--- src/rtl/serial_addsub_64.sv ---
// Multi-cycle adder/subtractor: one CHUNK-bit slice per cycle goes through a full-adder
// ripple chain, and the carry between slices is kept in a register.
`timescale 1ns/1ps
module serial_addsub_64 #(
    parameter int unsigned WIDTH = 64,
    parameter int unsigned CHUNK = 8
) (
    input  logic             clk,
    input  logic             rst,
    input  logic             start,
    input  logic             SUB,
    input  logic [WIDTH-1:0] A,
    input  logic [WIDTH-1:0] B,
    output logic             busy,
    output logic             done,
    output logic [WIDTH-1:0] Result,
    output logic             Carry,
    output logic             Overflow,
    output logic             Zero
);
    localparam int unsigned NSLICE = WIDTH / CHUNK;
    localparam int unsigned CNT_W  = (NSLICE > 1) ? $clog2(NSLICE) : 1;
    localparam int unsigned OFF_W  = $clog2(WIDTH) + 1;
    localparam logic [CNT_W-1:0] LAST_CNT = CNT_W'(NSLICE - 1);

    typedef enum logic [0:0] {StIdle, StRun} state_e;

    state_e           r_state;
    logic [WIDTH-1:0] r_op_a;
    logic [WIDTH-1:0] r_op_b;
    logic [WIDTH-1:0] r_result;
    logic             r_carry;
    logic [CNT_W-1:0] r_cnt;
    logic             r_busy;
    logic             r_done;
    logic             r_carry_flag;
    logic             r_ovf;
    logic             r_zero;

    logic [OFF_W-1:0] w_base;
    logic [CHUNK-1:0] w_a;
    logic [CHUNK-1:0] w_b;
    logic [CHUNK-1:0] w_sum;
    logic [CHUNK:0]   w_c;
    logic [WIDTH-1:0] w_result_next;
    logic             w_last;

    assign w_base = OFF_W'(r_cnt) * OFF_W'(CHUNK);
    assign w_a    = r_op_a[w_base +: CHUNK];
    assign w_b    = r_op_b[w_base +: CHUNK];
    assign w_last = (r_cnt == LAST_CNT);

    // Ripple chain of full-adder cells; w_c[i] is the carry into bit i of the slice.
    assign w_c[0] = r_carry;
    for (genvar i = 0; i < CHUNK; i++) begin : g_fa
        assign w_sum[i]   = w_a[i] ^ w_b[i] ^ w_c[i];
        assign w_c[i + 1] = (w_a[i] & w_b[i]) | (w_c[i] & (w_a[i] ^ w_b[i]));
    end

    // Zero must see the slice being written this cycle, so build the completed value here.
    always_comb begin
        w_result_next                    = r_result;
        w_result_next[w_base +: CHUNK]   = w_sum;
    end

    always_ff @(posedge clk or posedge rst) begin
        if (rst) begin
            r_state      <= StIdle;
            r_op_a       <= '0;
            r_op_b       <= '0;
            r_result     <= '0;
            r_carry      <= 1'b0;
            r_cnt        <= '0;
            r_busy       <= 1'b0;
            r_done       <= 1'b0;
            r_carry_flag <= 1'b0;
            r_ovf        <= 1'b0;
            r_zero       <= 1'b0;
        end else begin
            case (r_state)
                StIdle: begin
                    r_done <= 1'b0;
                    if (start) begin
                        r_op_a       <= A;
                        r_op_b       <= SUB ? ~B : B;
                        r_carry      <= SUB;
                        r_cnt        <= '0;
                        r_result     <= '0;
                        r_carry_flag <= 1'b0;
                        r_ovf        <= 1'b0;
                        r_zero       <= 1'b0;
                        r_busy       <= 1'b1;
                        r_state      <= StRun;
                    end
                end
                StRun: begin
                    r_result <= w_result_next;
                    r_carry  <= w_c[CHUNK];
                    r_cnt    <= r_cnt + CNT_W'(1);
                    if (w_last) begin
                        r_carry_flag <= w_c[CHUNK];
                        r_ovf        <= w_c[CHUNK] ^ w_c[CHUNK-1];
                        r_zero       <= (w_result_next == '0);
                        r_done       <= 1'b1;
                        r_busy       <= 1'b0;
                        r_cnt        <= '0;
                        r_state      <= StIdle;
                    end
                end
                default: r_state <= StIdle;
            endcase
        end
    end

    assign busy     = r_busy;
    assign done     = r_done;
    assign Result   = r_result;
    assign Carry    = r_carry_flag;
    assign Overflow = r_ovf;
    assign Zero     = r_zero;

endmodule

--- config.mk ---
export PLATFORM = sky130hd
export DESIGN_NAME = serial_addsub_64
export DESIGN_NICKNAME = d
export VERILOG_FILES = /design/src/rtl/serial_addsub_64.sv
export SDC_FILE = /design/constraint.sdc
export NUM_CORES = 1
export LEC_CHECK = 0
export CORE_MARGIN = 3
export CORE_UTILIZATION = 69
export CTS_CLUSTER_DIAMETER = 80
export DETAILED_ROUTE_END_ITERATION = 16
export DONT_BUFFER_PORTS = 1
export PLACE_DENSITY = 0.94
export SYNTH_ARGS = -nofsm -noshare
export SYNTH_HDL_FRONTEND = slang
export SYNTH_SLANG_ARGS = --single-unit
--- constraint.sdc ---
create_clock -name clk -period 11.89 [get_ports clk]
set_clock_uncertainty 0.05 [all_clocks]
set_input_delay 0.5945 -clock clk [delete_from_list [all_inputs] [get_ports clk]]
set_output_delay 0.5945 -clock clk [all_outputs]
set_load 0.01 [all_outputs]
==> impl_metrics.tcl <==
set metrics [dict create \
    io_buffers 0 \
    drv_cap 0 \
    root_buffer "clkbuf_16" \
    async_flop_share 1.00 \
    vias 7798 \
    synth_warnings 0 \
    clk_pin_slew_ns 0.07 \
    clk_latency_ns 0.51 \
    grt_setup_unrepaired "false" \
    min_period_over_period 0.591 \
    drive_gt1_frac 0.0812 \
    cts_tree "done" \
    dp.cells 1137 \
    power_switching_share 0.481 \
    p_sw_w 0.00194 \
    crit_arrival_ns 7.41 \
    drt-total-wl_um 26000 \
    worstPathMaxFanout 46 \
    syn_area_mm2 0.00983 \
    p_per_area_mw_per_mm2 382 \
    core_area_mm2 0.0136 \
    stdcell_count 1174 \
    setup_viol 0 \
    p_int_w 0.00209 \
    synth_area_leaders "dfrtp_1 51%, nand2_1 11%, mux4_2 7.3%" \
    p_seq_frac 0.313 \
    layout_commonest_cell "nand2_1" \
    htree_levels 1 \
    syn_area_per_cell_um2 9.67 \
    via_per_inst 6.64 \
    grt_pass1_vias 7682 \
    fp-row-count 42 \
    wl_met3_um 2950 \
    cts_resized 0 \
    die_y_um 125 \
    overflow 0 \
    synth_top_area_share 0.514 \
    met2_length_um 12600 \
    wl_per_cell_um 22.2 \
    start_util 0.722 \
    drc_errors 0 \
    r2r_start "r_cnt[0]" \
    synthesis.nets 1164 \
    critPathCaptureType "flip-flop" \
    yosysSeqAreaShare 0.514 \
    worstReg2RegEnd "Zero" \
    p_comb_frac 0.521 \
    diodes 0 \
    slew_viol_final 0 \
    clkSinkCount 202 \
    setup.worst_path.start_class "flip-flop" \
    io_pins 201 \
    final_cell_mix "287 x nand2_1, 200 x dfrtp_1, 81 x a21oi_1, 77 x nor2_1, 67 x o21ai_0" \
    fmax_mhz 142 \
    hold_viol_final 0 \
    synthFlopType "dfrtp_1" \
    final_antenna_net_count 0 \
    power.leakage_nw 4.71 \
    dieWidth_um 125 \
    period_minus_slack_ns 7.03 \
    nets 1131 \
    required_ns 12.27 \
    antenna_found_initial 0 \
    slew_headroom 0.283 \
    yosys.area.top_type "dfrtp_1" \
    syn_to_final_growth_pct 7.55 \
    cts_hold_buf 0 \
    path_class "reg -> reg" \
    top_layer "met4" \
    status "finished, final reports clean" \
    postSynthCellCount 1017 \
    setup_tns_ns 0 \
    synth-seq-cells 202 \
    r2r_slack_ns 4.86 \
    gr-usage-all-layers 0.330 \
    yosysUniqueCellTypes 48 \
    place.gp.congestion 0.959 \
    ff2ff_path_depth 19 \
    dr.pass1.iters 6 \
    dpl.hpwl_um 17100 \
    grt_pass1_wl_um 41400 \
    cts_buffer_depth 3 \
    grt_max_degree 135 \
    drt-initial-drc-count 903 \
    met1_length_um 9080 \
    post-cts-setup-buffers 0 \
    clock_power_share 0.166 \
    worstMarginPinSlew_ns 1.08 \
    peakVddDrop_mv 0.293 \
    die_area_mm2 0.0157 \
    synth-edff-count 0 \
    hold_path.class "in -> async" \
    numCtsBuffers 21 \
]
-- Yosys cell counts (4+ instances only) --
cell type,n
nand4_1,4
nor2_1,77
or4_1,6
o21ai_0,67
nor3_1,7
ha_1,7
buf_1,10
dfrtp_1,202
xnor2_1,65
mux4_2,32
nor4_1,6
fa_1,8
clkbuf_1,49
nand3_1,18
inv_1,14
o21ai_1,8
o22ai_1,5
nand2_1,288
a21oi_1,81
mux2i_1,21
-- worst max-delay path: stages (launching register included) --
cell     delay, ns
dfrtp_2       0.34
buf_4         0.61
mux4_2        0.36
mux2i_1       0.11
fa_1          0.45
fa_1          0.47
fa_1          0.47
fa_1          0.48
fa_1          0.44
inv_1         0.11
fa_1          0.18
inv_1         0.06
fa_1          0.48
fa_1          0.85
nand3_1       0.19
a21oi_1       0.20
a21oi_1       0.07
or4_1         0.50
or4_1         0.40
o21ai_1       0.13
-- metal layers --
layer | global-route usage | vias to the layer above
met5 | 0 | -
met4 | 0.152 | 0
met3 | 0.0900 | 128
met2 | 0.529 | 572
met1 | 0.424 | 3741
li1 | - | 3357
-- worst max-delay path by stage --
stage	slack, ns	from	to	depth (start not counted)
final	4.86	r_cnt[0]	Zero	19
after global routing	4.52	r_cnt[0]	Zero	19
after global placement	5.19	r_cnt[0]	Zero	19
after CTS	4.90	r_cnt[0]	Zero	19
after detailed placement	4.98	r_cnt[0]	Zero	19
after floorplan	5.07	r_cnt[0]	Zero	21
-- power by group through the flow --
stage,clock network [W],logic (W),registers [W]
CTS,0.000670,0.00201,0.00125
global placement,0,0.00191,0.00123
floorplan,0,0.00144,0.00118
global route,0.000700,0.00222,0.00129
finish,0.000671,0.00210,0.00126
detailed placement,0,0.00198,0.00126
-- through the flow --
step / hold slack [ns] / setup WS, ns / utilization / power, W / cell area, um2
2_1_floorplan: 0.390 / 5.07 / - / 0.00261 / 9830
3_3_place_gp: 0.403 / 5.19 / 0.726 / 0.00314 / 9880
3_5_place_dp: 0.413 / 4.98 / 0.726 / 0.00324 / 9880
4_1_cts: 0.121 / 4.90 / 0.777 / 0.00394 / 10600
5_1_grt: 0.124 / 4.52 / 0.777 / 0.00421 / 10600
6_report: 0.0594 / 4.86 / 0.777 / 0.00403 / 10600
-- sequential cells by signal (all words and copies together) (netlist names) --
name,cells
Zero,1
Overflow,1
busy,1
r_carry,1
r_op_b,64
Carry,1
Result,64
r_cnt,3
r_op_a,64
r_state,1
done,1
-- cell type report --
class / instances / area (um2)
Sequential cell: 202 / 5060
Multi-Input combinational cell: 737 / 4480
Fill cell: 823 / 3040
Clock buffer: 31 / 613
Tap cell: 176 / 220
Clock inverter: 6 / 83.8
Inverter: 15 / 63.8
Timing Repair Buffer: 7 / 52.6
-- cells by family after synthesis --
| logic type | after synthesis | share of synthesized area |
|---|---|---|
| simple gates | 426 | 0.180 |
| flops | 202 | 0.514 |
| compound gates | 178 | 0.0970 |
| buf+inv | 78 | 0.0309 |
| xor+xnor | 65 | 0.0579 |
| mux | 53 | 0.0947 |
| fa+ha+maj | 15 | 0.0252 |
No activity file was read; power rests on OpenSTA's default activity.
